--- src/rtl/alu_pipe.sv ---
// alu_pipe: single-issue ALU with a registered result stage and a sticky
// status register. Logic, add/sub, compare and shift ops complete in one
// cycle; MUL runs a WIDTH-step shift-add sequence while the input stalls.
//
// States:
//   IDLE    | accepting ops; non-MUL results registered on the accepting edge
//   MUL_RUN | shift-add multiply in progress; inputs ignored, busy = 1
//
// Ports:
//   clk, rst_n          clock, synchronous active-low reset
//   in_valid/in_ready   operation handshake
//   In1, In2            operands (In2 pre-sign-extended by the caller)
//   aluControl          instruction word; op = [15:12], or [7:4] when [15:12]==0
//   Out, Flags          registered result and per-op flags {Z,C,F,L,N}
//   out_valid           one-cycle pulse per completed op
//   psr                 sticky status {Z,C,F,L,N}
//   busy                multiply in progress
module alu_pipe #(
  parameter int WIDTH   = 16,
  parameter int SHAMT_W = 4
) (
  input  logic             clk,
  input  logic             rst_n,
  input  logic             in_valid,
  output logic             in_ready,
  input  logic [WIDTH-1:0] In1,
  input  logic [WIDTH-1:0] In2,
  input  logic [15:0]      aluControl,
  output logic [WIDTH-1:0] Out,
  output logic [4:0]       Flags,
  output logic             out_valid,
  output logic [4:0]       psr,
  output logic             busy
);

  localparam int               CNT_W    = $clog2(WIDTH);
  localparam logic [CNT_W-1:0] CNT_LAST = CNT_W'(WIDTH - 1);

  localparam logic [3:0] OP_AND  = 4'b0001;
  localparam logic [3:0] OP_OR   = 4'b0010;
  localparam logic [3:0] OP_XOR  = 4'b0011;
  localparam logic [3:0] OP_ADD  = 4'b0101;
  localparam logic [3:0] OP_ADDU = 4'b0110;
  localparam logic [3:0] OP_ADDC = 4'b0111;
  localparam logic [3:0] OP_LSH  = 4'b1000;
  localparam logic [3:0] OP_SUB  = 4'b1001;
  localparam logic [3:0] OP_CMP  = 4'b1011;
  localparam logic [3:0] OP_MUL  = 4'b1110;
  localparam logic [3:0] OP_NOT  = 4'b1111;

  typedef enum logic {IDLE, MUL_RUN} state_t;

  state_t           state_q, state_d;
  logic [WIDTH-1:0] out_q, out_d;
  logic [4:0]       flags_q, flags_d;
  logic             out_valid_q, out_valid_d;
  logic [4:0]       psr_q, psr_d;
  logic [CNT_W-1:0] cnt_q, cnt_d;
  logic [WIDTH-1:0] mcand_q, mcand_d;
  logic [WIDTH-1:0] mplier_q, mplier_d;
  logic [WIDTH-1:0] acc_q, acc_d;

  logic [3:0]         op;
  logic               unused_ctrl_bits;
  logic [SHAMT_W-1:0] shamt;
  logic [WIDTH:0]     add_sum;
  logic [WIDTH:0]     sub_diff;
  logic               add_ovf;
  logic               sub_ovf;
  logic [WIDTH-1:0]   alu_res;
  logic [4:0]         alu_flags;
  logic               psr_load;
  logic [WIDTH-1:0]   mul_step;

  assign op = (aluControl[15:12] == 4'b0000) ? aluControl[7:4] : aluControl[15:12];
  assign unused_ctrl_bits = ^{aluControl[11:8], aluControl[3:0]};
  assign shamt = In2[SHAMT_W-1:0];

  // ADDC folds in the carry as it stands before this edge, so an ADDC right
  // behind a flag-setting op naturally sees that op's C.
  assign add_sum  = {1'b0, In1} + {1'b0, In2} +
                    {{WIDTH{1'b0}}, (op == OP_ADDC) & psr_q[3]};
  assign sub_diff = {1'b0, In1} - {1'b0, In2};
  // Carry into the MSB xor carry out of it; stays correct with a carry-in.
  assign add_ovf  = (In1[WIDTH-1] ^ In2[WIDTH-1] ^ add_sum[WIDTH-1]) ^ add_sum[WIDTH];
  assign sub_ovf  = (In1[WIDTH-1] != In2[WIDTH-1]) && (sub_diff[WIDTH-1] != In1[WIDTH-1]);

  always_comb begin
    alu_res   = '0;
    alu_flags = '0;
    psr_load  = 1'b0;
    case (op)
      OP_AND: alu_res = In1 & In2;
      OP_OR:  alu_res = In1 | In2;
      OP_XOR: alu_res = In1 ^ In2;
      OP_NOT: alu_res = ~In1;
      OP_ADD, OP_ADDC: begin
        alu_res   = add_sum[WIDTH-1:0];
        alu_flags = {~|add_sum[WIDTH-1:0], add_sum[WIDTH], add_ovf, 2'b00};
        psr_load  = 1'b1;
      end
      OP_ADDU: begin
        alu_res   = add_sum[WIDTH-1:0];
        alu_flags = {~|add_sum[WIDTH-1:0], add_sum[WIDTH], add_sum[WIDTH], 2'b00};
        psr_load  = 1'b1;
      end
      OP_SUB: begin
        alu_res   = sub_diff[WIDTH-1:0];
        alu_flags = {~|sub_diff[WIDTH-1:0], sub_diff[WIDTH], sub_ovf, 2'b00};
        psr_load  = 1'b1;
      end
      OP_CMP: begin
        alu_flags = {In1 == In2, 1'b0, 1'b0, In1 > In2, $signed(In1) < $signed(In2)};
        psr_load  = 1'b1;
      end
      OP_LSH: alu_res = In2[WIDTH-1] ? (In1 >> shamt) : (In1 << shamt);
      default: alu_res = '0;
    endcase
  end

  assign mul_step = acc_q + (mplier_q[0] ? mcand_q : '0);

  always_comb begin
    state_d     = state_q;
    out_d       = out_q;
    flags_d     = flags_q;
    out_valid_d = 1'b0;
    psr_d       = psr_q;
    cnt_d       = cnt_q;
    mcand_d     = mcand_q;
    mplier_d    = mplier_q;
    acc_d       = acc_q;
    case (state_q)
      IDLE: begin
        if (in_valid) begin
          if (op == OP_MUL) begin
            state_d  = MUL_RUN;
            mcand_d  = In1;
            mplier_d = In2;
            acc_d    = '0;
            cnt_d    = '0;
          end else begin
            out_d       = alu_res;
            flags_d     = alu_flags;
            out_valid_d = 1'b1;
            if (psr_load) psr_d = alu_flags;
          end
        end
      end
      MUL_RUN: begin
        // Always WIDTH steps, even for a zero operand, so latency is fixed.
        acc_d    = mul_step;
        mcand_d  = mcand_q << 1;
        mplier_d = mplier_q >> 1;
        cnt_d    = cnt_q + 1'b1;
        if (cnt_q == CNT_LAST) begin
          state_d     = IDLE;
          out_d       = mul_step;
          flags_d     = '0;
          out_valid_d = 1'b1;
          cnt_d       = '0;
        end
      end
      default: state_d = IDLE;
    endcase
  end

  always_ff @(posedge clk) begin
    if (!rst_n) begin
      state_q     <= IDLE;
      out_q       <= '0;
      flags_q     <= '0;
      out_valid_q <= 1'b0;
      psr_q       <= '0;
      cnt_q       <= '0;
      mcand_q     <= '0;
      mplier_q    <= '0;
      acc_q       <= '0;
    end else begin
      state_q     <= state_d;
      out_q       <= out_d;
      flags_q     <= flags_d;
      out_valid_q <= out_valid_d;
      psr_q       <= psr_d;
      cnt_q       <= cnt_d;
      mcand_q     <= mcand_d;
      mplier_q    <= mplier_d;
      acc_q       <= acc_d;
    end
  end

  assign in_ready  = (state_q == IDLE);
  assign busy      = (state_q == MUL_RUN);
  assign Out       = out_q;
  assign Flags     = flags_q;
  assign out_valid = out_valid_q;
  assign psr       = psr_q;

endmodule
--- config.mk ---
export PLATFORM = sky130hd
export DESIGN_NAME = alu_pipe
export DESIGN_NICKNAME = d
export VERILOG_FILES = /design/src/rtl/alu_pipe.sv
export SDC_FILE = /design/constraint.sdc
export NUM_CORES = 1
export LEC_CHECK = 0
export BUFFER_PORTS_ARGS = -buffer_cell sky130_fd_sc_hd__buf_2
export CORE_ASPECT_RATIO = 1.4
export CORE_MARGIN = 5
export CORE_UTILIZATION = 33
export CTS_CLUSTER_DIAMETER = 100
export DETAILED_ROUTE_END_ITERATION = 7
export GPL_TIMING_DRIVEN = 0
export MAX_ROUTING_LAYER = met4
export PLACE_DENSITY = 0.52
export SYNTH_ARGS = -nofsm -noshare
export SYNTH_HDL_FRONTEND = slang
export SYNTH_SLANG_ARGS = --single-unit
--- constraint.sdc ---
create_clock -name clk -period 4 [get_ports clk]
set_clock_uncertainty 0.15 [all_clocks]
set_input_delay 0.2 -clock clk [delete_from_list [all_inputs] [get_ports clk]]
set_output_delay 0.2 -clock clk [all_outputs]
set_load 0.05 [all_outputs]
; ---- After elaboration in Yosys (flattened, before gate mapping)
; Index checks and enable logic that the tools add are counted.
; W data, S select, Z words.
[word_totals]
out_inout_bits = 29
inputBits = 51
register_bits = 80
word_cells = 94
[classes]
n_bitwise = 10
n_addsub = 5
shifts = 2
magnitude_cmp = 2
mux = 35
n_reduce_logical = 12
n_eq_ne = 19
[op_table]
columns = cell, n
row1 = $mux W16, 11
row2 = $pmux W16 S2, 4
row3 = $pmux W16 S7, 1
row4 = $reduce_or A16 Y1, 2
row5 = $eq A4 B4 Y1 const B, 6
row6 = $pmux W5 S4, 1
row7 = $add A16 B16 Y17, 1
row8 = $add A17 B1 Y17, 1
row9 = $sub A16 B16 Y17, 1
row10 = $add A16 B16 Y16, 1
row11 = $and A16 B16 Y16, 1
row12 = $eq A16 B16 Y1, 1
row13 = $gt A16 B16 Y1, 1
row14 = $lt A16 B16 Y1, 1
row15 = $mux W4, 4
row16 = $not A16 Y16, 1
row17 = $or A16 B16 Y16, 1
row18 = $shl A16 B4 Y16, 1
row19 = $shr A16 B4 Y16, 1
row20 = $xor A16 B16 Y16, 1
row21 = $mux W5, 3
row22 = $eq A4 B3 Y1 const B, 3
row23 = $pmux W5 S2, 1
row24 = $eq A4 B2 Y1 const B, 2
row25 = other kinds (20), 34

; ---- Logic depth before layout (Yosys ltp)
[logic_depth]
word_depth = 11
ltp_mapped = 14
ltp_nobuf = 13

; ---- Worst setup path before layout
; Ideal clock, no wire load.
[synth_path]
path_kind = input-to-reg
from = input aluControl[13]
to = register out_q[10] (netlist: Out[10])
required_ns = 3.730
stages = 14
setup_ns = 0.120
n_path_buf = 1
setup_slack_ns = -0.129
t_arrival_ns = 3.859
cell_sequence = buf_2 > or4b_1 > a21oi_1 > nand3_1 > fa_1 > fa_1 > nand2b_1 > a211oi_1 > o21ai_1 > o21ai_0 > o21ai_0 > a22oi_1 > a21oi_1 > a211o_1
[synth_via]
elab_chain_len = 9
word_cells_on_any_way = 21
classes_between = 1 x add/sub / 11 x eq/ne / 5 x mux / 1 x bitwise / 3 x reduce/logical
[synth_lines]
columns = element, line
row1 = "start, declared", 28  ; input logic [15:0] aluControl,
row2 = $logic_not A4 Y1, 75  ; assign op = (aluControl[15:12] == 4'b0000) ? aluControl[7:4] : aluControl[15:12];
row3 = $mux W4 *, 75
row4 = $eq A4 B3 Y1, "82, 92"
row5 = $and A1 B1 Y1, 82  ; {{WIDTH{1'b0}}, (op == OP_ADDC) & psr_q[3]};
row6 = $add A17 B1 Y17, 81  ; assign add_sum = {1'b0, In1} + {1'b0, In2} +
row7 = $pmux W16 S7, 92  ; case (op)
row8 = $mux W16, 136  ; if (op == OP_MUL) begin
row9 = $mux W16, 135  ; if (in_valid) begin
row10 = $pmux W16 S2, 133  ; case (state_q)
row11 = "end signal, assigned", 181  ; out_q <= out_d;
row12 = "end, declared", 54  ; logic [WIDTH-1:0] out_q, out_d;
; Mark *: on every way between the ends. The rest lies on a longest branch, timed or not. The select of a mux whose other input is x is not followed.
; A chain may end at the register's enable or synchronous reset.

; ---- Worst setup path after layout
; Ends and elaborated chain as after synthesis.

==> results.json <==
{
  "status": "finished, final reports clean",
  "power_leakage_nw": 4.08,
  "setup_ws_ns": 0.0548,
  "crit_start": "aluControl[13]",
  "synth_top_area_share_pct": 18.4,
  "syn_nets": 1286,
  "synth-simple-area-share_pct": 21.8,
  "gp_congestion": 0.984,
  "vdd_drop_max_v": 0.000173,
  "synthTopCellsByArea": "dfxtp_1 18%, ha_1 9.3%, a21oi_1 7.0%",
  "cts_buffers": 9,
  "min-delay-start": "rst_n",
  "final_cell_mix": "154 x nor2_1, 120 x a21oi_1, 82 x buf_2, 80 x dfxtp_1, 69 x nand2_1",
  "critPathCaptureType": "flip-flop",
  "setup_viol": 0,
  "wl_per_cell_um": 23.5,
  "syn_area_per_cell_um2": 7.48,
  "r2r_slack_ns": 0.42,
  "root_buffer": "clkbuf_16",
  "grt_pass1_vias": 9331,
  "hold_class": "in2reg",
  "grt_pass1_wl_mm": 55.6,
  "required_ns": 4.08,
  "synth_fa_ha_area_share_pct": 10.2,
  "htree_num_levels": 3,
  "synth.area.mux_share_pct": 9.70,
  "seq_area_frac_synth_pct": 18.4,
  "grt_start_max_net_pins": 18,
  "synthCells": 1166,
  "multi_input_area_um2": 6650,
  "fmax_mhz": 253,
  "cp.arrival_ns": 4.03,
  "async_reset_ff_share_pct": 0,
  "power_w": 0.00271,
  "path_class": "in2reg",
  "min_period_ns": 3.95,
  "ys_types": 77,
  "worst_path_max_delay_cell": "or4b_4",
  "place_hpwl_mm": 29.9,
  "slew_headroom_pct": 28.4,
  "ff_latch_area_um2": 1600,
  "clkSinkCount": 80,
  "rsz0062_at_grt": "true",
  "cts_tree": "yes",
  "synth_top_family_by_area": "compound AO/OA/AOI/OAI gates",
  "cp.depth": 15,
  "port_buffers": 67,
  "hold_buffers": 0,
  "cpPeakStageDelay_ns": 0.54,
  "powerDensity_nw_per_um2": 271,
  "cp_top_family": "compound AO/OA/AOI/OAI gates",
  "hold_depth": 3,
  "io_pins": 80,
  "drtIter0Drc": 791,
  "dieArea_um2": 29800,
  "maxCapViolCount": 0,
  "drc_errors": 0,
  "rows": 70,
  "routed_wl_mm": 37.2,
  "grt_use_total_pct": 24.6,
  "synth_seq_cells": 80,
  "crit_top_cell": "o21ai_2",
  "pre_cts_ws_ns": -0.970,
  "synth_largest_area_cell": "dfxtp_1",
  "clk_pin_slew_worst_paths_ns": 0.06,
  "crit_chain": "buf_2 > or4b_4 > a21oi_4 > nand3_4 > fa_2 > fa_1 > nand2b_1 > a211oi_4 > buf_4 > o21ai_2 > o21ai_2 > o21ai_0 > a22oi_2 > a21oi_1 > a211o_1",
  "grt.overflow.total": 0,
  "syn_area_um2": 8720,
  "clk_latency_ns": 0.35,
  "fp.dieH_um": 202,
  "num-fill-cells": 2883,
  "hold_viol_final": 0,
  "post-route-period-util_pct": 98.6,
  "detail-route-antenna-nets": 0,
  "synth_compound_area_share_pct": 31.0,
  "vias": 9765,
  "drive_gt1_share_pct": 14.9,
  "initial_core_util_pct": 33.4,
  "ys.flop_type": "dfxtp_1",
  "cts_buffer_depth": 2,
  "reg2reg_from": "psr[3]",
  "startpoint_type": "input pin",
  "synth_edf_count": 0,
  "ff2ff_path_depth": 12,
  "antenna_found_initial": 1,
  "die_w_um": 147,
  "layout.nets": 1376,
  "yosysWarnings": 0,
  "crit_buf_inv": 2,
  "coreArea_um2": 26100,
  "crit_fanout": 9,
  "syn_to_final_growth_pct": 14.6,
  "slew_viol_final": 0,
  "synth_xor_xnor_area_share_pct": 2.11,
  "final_common_cell": "nor2_1",
  "routed_via_density": 6.16,
  "tightest_slew_ns": 1.06,
  "drt_first_pass_iters": 5
}
[final cells by class]
type | instances | area share, %
multi-input cells | 938 | 66.6
flip-flops and latches | 80 | 16.0
repair buffers | 81 | 4.41
well taps | 324 | 4.06
plain buffers | 84 | 3.51
clock buffers | 11 | 2.43
inverters | 62 | 2.41
clock inverters | 5 | 0.564
diodes | 1 | 0.0251
[final timing paths]
kind,to
hold / removal,Out[14]
setup reg to reg,Out[10]
hold reg to reg,Flags[1]
setup / recovery,Out[10]
[synth_stat cells, drive strengths merged (17+ instances only)]
library cell / n
mux4: 27
nand3: 23
o21ai: 63
inv: 58
and2: 20
nor3: 33
mux2i: 17
clkbuf: 66
nor2: 154
ha: 65
nand2: 69
buf: 20
a21oi: 122
a211oi: 50
dfxtp: 80
[cells by family after synthesis]
family / Yosys count
compound gates: 404
xor+xnor: 21
fa+ha+maj: 69
buf+inv: 148
flops: 80
mux: 50
simple gates: 394
[per-stage QoR]
step	instances	instance area [um2]	util, %	hold WS (ns)	setup TNS (ns)
after global routing	1586	9990	38.3	0.0921	-0.0666
after floorplan	1166	8720	-	0.196	0
after global placement	1557	9470	36.3	0.297	-9.88
after CTS	1572	9820	37.6	0.0570	-0.0671
final	1586	9990	38.3	0.0583	0
after detailed placement	1557	9470	36.3	0.299	-9.19
[power breakdown]
group          leakage, nW  switching (W)  internal (W)  total [W]
clock network        0.146       0.000348      0.000500   0.000848
logic                 3.28       0.000676      0.000338    0.00101
registers            0.650      0.0000179      0.000825   0.000843
total                 4.08        0.00104       0.00166    0.00270
[state kept, by name, indices dropped and copies added (netlist names)]
name	flops
Flags	5
mplier_q	16
acc_q	16
psr	5
cnt_q	4
out_valid	1
Out	16
mcand_q	16
busy	1
[what timing repair did]
action,4_1_cts,5_1_grt
resized for setup,12,14
buffers inserted,0,14
setup endpoints to repair,13,12
pin swaps,0,4
[tightest hold or removal path, stage by stage]
cell and delay [ns]:
buf_2 0.13, nand3_1 0.10, o21ai_0 0.07
[routing by layer]
layer  share of wire [%]  routed length [um]  vias up  GRT usage [%]
met2                  50               18800      390           43.4
met5                   0                   0        -              -
met1                  41               15100     4741           28.9
met3                 4.9                1840       92           2.49
met4                 4.0                1490        0           9.26
li1                    -                   -     4542              -
Note: power is estimated with default switching activity, not from simulation.
